<file path="config.mk">
export PLATFORM = sky130hd
export DESIGN_NAME = counter_ctrl
export DESIGN_NICKNAME = d
export VERILOG_FILES = /design/src/rtl/counter_ctrl.sv
export SDC_FILE = /design/constraint.sdc
export NUM_CORES = 1
export LEC_CHECK = 0
export BUFFER_PORTS_ARGS = -buffer_cell sky130_fd_sc_hd__buf_2
export CORE_MARGIN = 5
export CORE_UTILIZATION = 45
export CTS_CLUSTER_DIAMETER = 200
export DETAILED_ROUTE_END_ITERATION = 10
export GPL_TIMING_DRIVEN = 0
export PLACE_DENSITY = 0.66
export RECOVER_POWER = 25
export SETUP_SLACK_MARGIN = 0.3
export SYNTH_ARGS = -nofsm -noshare
export SYNTH_HDL_FRONTEND = slang
export SYNTH_SLANG_ARGS = --single-unit
</file>
<file path="constraint.sdc">
create_clock -name clk -period 2.2 [get_ports clk]
set_input_delay 0.44 -clock clk [delete_from_list [all_inputs] [get_ports clk]]
set_output_delay 0.44 -clock clk [all_outputs]
set_load 0.1 [all_outputs]
</file>
<file path="src/rtl/counter_ctrl.sv">
// Run/pause/step controller for the LED counter: button edge detection,
// a three-state FSM that owns the count, and a prescaler that paces RUN.
`timescale 1ns/1ps
module counter_ctrl #(
    parameter int unsigned TICK_DIV = 100_000_000,
    parameter int unsigned WIDTH    = 4
) (
    input  logic             clk,
    input  logic             rst,
    input  logic             start,
    input  logic             stop,
    input  logic             step,
    input  logic             clr,
    output logic [WIDTH-1:0] count,
    output logic [1:0]       state,
    output logic             running,
    output logic             wrap
);

    localparam int unsigned PW = (TICK_DIV > 1) ? $clog2(TICK_DIV) : 1;

    typedef enum logic [1:0] {
        S_IDLE  = 2'b00,
        S_RUN   = 2'b01,
        S_PAUSE = 2'b10
    } state_e;

    state_e           state_q, state_d;
    logic [WIDTH-1:0] count_q, count_d;
    logic [PW-1:0]    presc_q, presc_d;
    logic             running_q, running_d;
    logic             wrap_q, wrap_d;
    logic [3:0]       btn_q, btn_d;

    logic [3:0]       btn_c;
    logic [3:0]       rise_c;
    logic             ev_clr_c, ev_stop_c, ev_start_c, ev_step_c;
    logic [WIDTH-1:0] count_inc_c;
    logic             count_full_c;
    logic             presc_term_c;

    // Rising-edge detect; only the highest-priority event of a cycle survives.
    always_comb begin
        btn_c      = {clr, stop, start, step};
        btn_d      = btn_c;
        rise_c     = btn_c & ~btn_q;
        ev_clr_c   = rise_c[3];
        ev_stop_c  = rise_c[2] & ~rise_c[3];
        ev_start_c = rise_c[1] & ~(|rise_c[3:2]);
        ev_step_c  = rise_c[0] & ~(|rise_c[3:1]);
    end

    always_comb begin
        count_inc_c  = count_q + WIDTH'(1);
        count_full_c = &count_q;
        presc_term_c = (presc_q == PW'(TICK_DIV - 1));
    end

    // Next-state: prescaler defaults to 0 so it only survives while staying in RUN.
    always_comb begin
        state_d = state_q;
        count_d = count_q;
        presc_d = '0;
        wrap_d  = 1'b0;
        unique case (state_q)
            S_IDLE, S_PAUSE: begin
                if (ev_clr_c) begin
                    state_d = S_IDLE;
                    count_d = '0;
                end else if (ev_start_c) begin
                    state_d = S_RUN;
                end else if (ev_step_c) begin
                    state_d = S_PAUSE;
                    count_d = count_inc_c;
                    wrap_d  = count_full_c;
                end
            end
            S_RUN: begin
                if (ev_clr_c) begin
                    state_d = S_IDLE;
                    count_d = '0;
                end else if (ev_stop_c) begin
                    state_d = S_PAUSE;
                end else if (presc_term_c) begin
                    count_d = count_inc_c;
                    wrap_d  = count_full_c;
                end else begin
                    presc_d = presc_q + PW'(1);
                end
            end
            default: begin
                state_d = S_IDLE;
            end
        endcase
        running_d = (state_d == S_RUN);
    end

    always_ff @(posedge clk) begin
        if (rst) begin
            state_q   <= S_IDLE;
            count_q   <= '0;
            presc_q   <= '0;
            running_q <= 1'b0;
            wrap_q    <= 1'b0;
            btn_q     <= '0;
        end else begin
            state_q   <= state_d;
            count_q   <= count_d;
            presc_q   <= presc_d;
            running_q <= running_d;
            wrap_q    <= wrap_d;
            btn_q     <= btn_d;
        end
    end

    assign count   = count_q;
    assign state   = state_q;
    assign running = running_q;
    assign wrap    = wrap_q;

endmodule

</file>
==> metrics.yaml <==
outcome:
  status: "complete, no violations"
yosys:
  synthArstFlopShare_pct: 0
  synthAdderAreaFrac_pct: 1.42
  synth.yosys.seq_area_share_pct: 44.3
  synthSimpleGateAreaFrac_pct: 32.2
  synth_area_leaders: "dfxtp_1, nor2_1, xnor2_1"
  synth_top_cell_by_area: "dfxtp_1"
  synth_edf_count: 0
  yosys_warnings: 0
  yosysUniqueCellTypes: 37
  syn_nets: 207
  synth-compound-area-share_pct: 5.04
  synthMuxAreaShare_pct: 1.42
  netlist.area_leader.share_pct: 44.3
  synth_top_family_by_area: "simple AND/OR/NAND/NOR gates"
  postSynthCellCount: 199
  postSynthAreaPerCell_um2: 8.87
  syn_area_um2: 1760
  synth-seq-cells: 39
  synth-main-ff-cell: "dfxtp_1"
  synthXorXnorAreaFrac_pct: 12.4
grt:
  grt_usage_pct: 13.8
  grt_max_degree: 12
  antenna_found_initial: 0
  grt_first_pass_wirelength_um: 5650
  overflow: 0
  grt_pass1_vias: 1248
power_and_ir_drop:
  ir_worst_vdd_v: 0.000352
  p_int_mw: 0.967
  p_per_area_nw_per_um2: 608
  combPwrFrac_pct: 8.1
  p_sw_share_pct: 24.8
  p_clk_share_pct: 36.1
  p_seq_share_pct: 55.7
  p_leak_nw: 0.727
  p_switching_mw: 0.320
placement:
  dp_worst_setup_slack_ps: -0.483
  dp_hpwl_um: 2320
  portBuffers: 13
  gp_routability_congestion: 0.802
floorplan:
  initial_core_util_pct: 47.5
  coreArea_um2: 3720
  fp.dieW_um: 72.6
  io_pins: 14
  rows: 22
  die_h_um: 72.6
  dieArea_um2: 5270
route:
  first_pass_iters: 4
  routed_wl_um: 3470
  vias: 1431
  wl_per_cell_um: 12.7
  final_antenna_net_count: 0
  drt_iter0_markers: 58
  drc: 0
  vias_per_cell: 5.22
finish:
  finalNetCount: 233
  post-route-util_pct: 56.9
  diodes: 0
  drive_gt1_share_pct: 25.2
  area_growth_pct: 19.9
  fillers: 339
critical_path:
  cp-endpoint: "count[0]"
  worstPathMaxFanout: 6
  reg2reg_setup_slack_ps: 240
  worstPathCellList: "and4_1 > nand4_2 > o311a_1 > or3b_4 > mux2_4"
  r2r_cells: 5
  worstPathArrival_ps: 2150
  rr_startpoint: "presc_q[2]"
  cp.required_ps: 2390
  worstSetupEndpointType: "flop"
  max_stage_delay_ps: 410
  cp_slowest_cell: "o311a_1"
  worst_setup_path_start_kind: "flop"
  path_class: "flop to flop"
  r2r_end: "count[0]"
  crit_path_start: "presc_q[2]"
sta:
  setup_tns_ps: 0
  min_period_ps: 1960
  relSlewSlack_pct: 22.6
  fin_ws_ps: 236
  tightest_slew_ps: 1170
  finalHoldViolations: 0
  slew_viol_final: 0
  max_freq_mhz: 509
  post-route-period-util_pct: 89.3
  setup_viol: 0
  rsz0062_at_grt: "true"
  fin_skew_ps: 5.96
cts:
  clk_latency_ps: 300
  cts_tree: "done"
  cts_buffers: 5
  root_buffer: "clkbuf_8"
  numClockSinks: 39
  cts_buffer_depth: 2
  h-tree-depth: 2
  clk_pin_slew_ps: 70
min_path:
  min_path_type: "primary input to flop"
  hold_path_depth: 2
job:
  maxCapViolCount: 0
cell type report:
| type | instances | area, um^2 | share of cell area, % |
|---|---|---|---|
| Multi-Input combinational cell | 149 | 993 | 47.0 |
| Sequential cell | 39 | 808 | 38.2 |
| Timing Repair Buffer | 19 | 105 | 4.97 |
| Clock buffer | 7 | 76.3 | 3.61 |
| Tap cell | 48 | 60.1 | 2.84 |
| Buffer | 5 | 45.0 | 2.13 |
| Inverter | 6 | 22.5 | 1.06 |
| Clock inverter | 1 | 5.00 | 0.237 |
through the flow:
step                area (um^2)  hold WS, ps  total power, mW  cells
detailed placement         1890          473            0.839    260
floorplan                  1770          441            0.817    199
finish                     2120          370             1.29    274
CTS                        2050          370             1.30    270
global placement           1890          468            0.838    260
global route               2120          393             1.33    274
Yosys cell counts, types with 2 or more instances:
| master | number |
|---|---|
| o311ai_0 | 2 |
| xor2_1 | 10 |
| xnor2_1 | 15 |
| and4_2 | 2 |
| or3_1 | 2 |
| a21oi_1 | 4 |
| nand2_1 | 12 |
| nor2b_1 | 6 |
| nor3_1 | 6 |
| nor4b_1 | 2 |
| nor3b_1 | 3 |
| inv_1 | 6 |
| nor2_1 | 35 |
| or4_1 | 2 |
| nand3_1 | 14 |
| nand4_1 | 9 |
| or2b_2 | 2 |
| and3_1 | 2 |
| a31oi_1 | 2 |
| ha_1 | 2 |
| dfxtp_1 | 39 |
| clkbuf_1 | 4 |
| o21ai_0 | 4 |
power by group through the flow:
stage	combinational [mW]	clock (mW)	sequential [mW]
2_1_floorplan	0.0435	0	0.774
3_3_place_gp	0.101	0	0.738
4_1_cts	0.105	0.477	0.720
5_1_grt	0.113	0.502	0.718
3_5_place_dp	0.101	0	0.738
6_report	0.104	0.465	0.718
timing repair:
item	4_1_cts	5_1_grt
hold buffers	0	0
setup endpoints to repair	24	24
resized for setup	25	16
pin swaps	4	6
buffers inserted	2	4
layer usage:
metal / vias up / routed length [um] / track usage, %
li1: 739 / - / -
met1: 664 / 1640 / 17.8
met2: 21 / 1610 / 20.7
met3: 7 / 131 / 3.72
met4: 0 / 85 / 7.38
met5: - / 0 / 0
how the worst min path moves through the flow:
stage,from,end,slack [ps]
floorplan,presc_q[0],presc_q[0],440
global placement,presc_q[0],presc_q[0],470
detailed placement,presc_q[0],presc_q[0],470
CTS,stop,btn_q[2],370
global route,stop,btn_q[2],390
finish,stop,btn_q[2],370
worst max-delay path: cells and delay by family, from the launching register on:
family	cells	cell delay, ps
simple gates	3	770
flops	1	380
compound gates	1	410
mux	1	300
layout by cell type (no fill, tap or decap), types with 3 or more instances in the layout:
cell and count:
nor2_1 35, dfxtp_1 23, xnor2_1 15, nand3_1 14
dfxtp_2 13, nand2_1 12, buf_2 10, xor2_1 10
nand4_1 9, inv_1 6, nor2b_1 6, clkbuf_1 6
buf_4 6, clkbuf_8 5, nor3_1 4, a21oi_1 4
nor3b_1 3, dfxtp_4 3
sequential cells by signal, summed over array words and instances (netlist names):
name and cells:
btn_q 4, count 4, presc_q 27, running 1, state 2, wrap 1
cell families (layout without fill, tap and decap cells):
kind of cell    count (synthesis)  after routing
flops                          39             39
fa+ha+maj                       2              2
xor+xnor                       25             25
mux                             2              2
compound gates                 14             14
buf+inv                        11             38
simple gates                  106            106
Power figures use the tool's default switching activity.
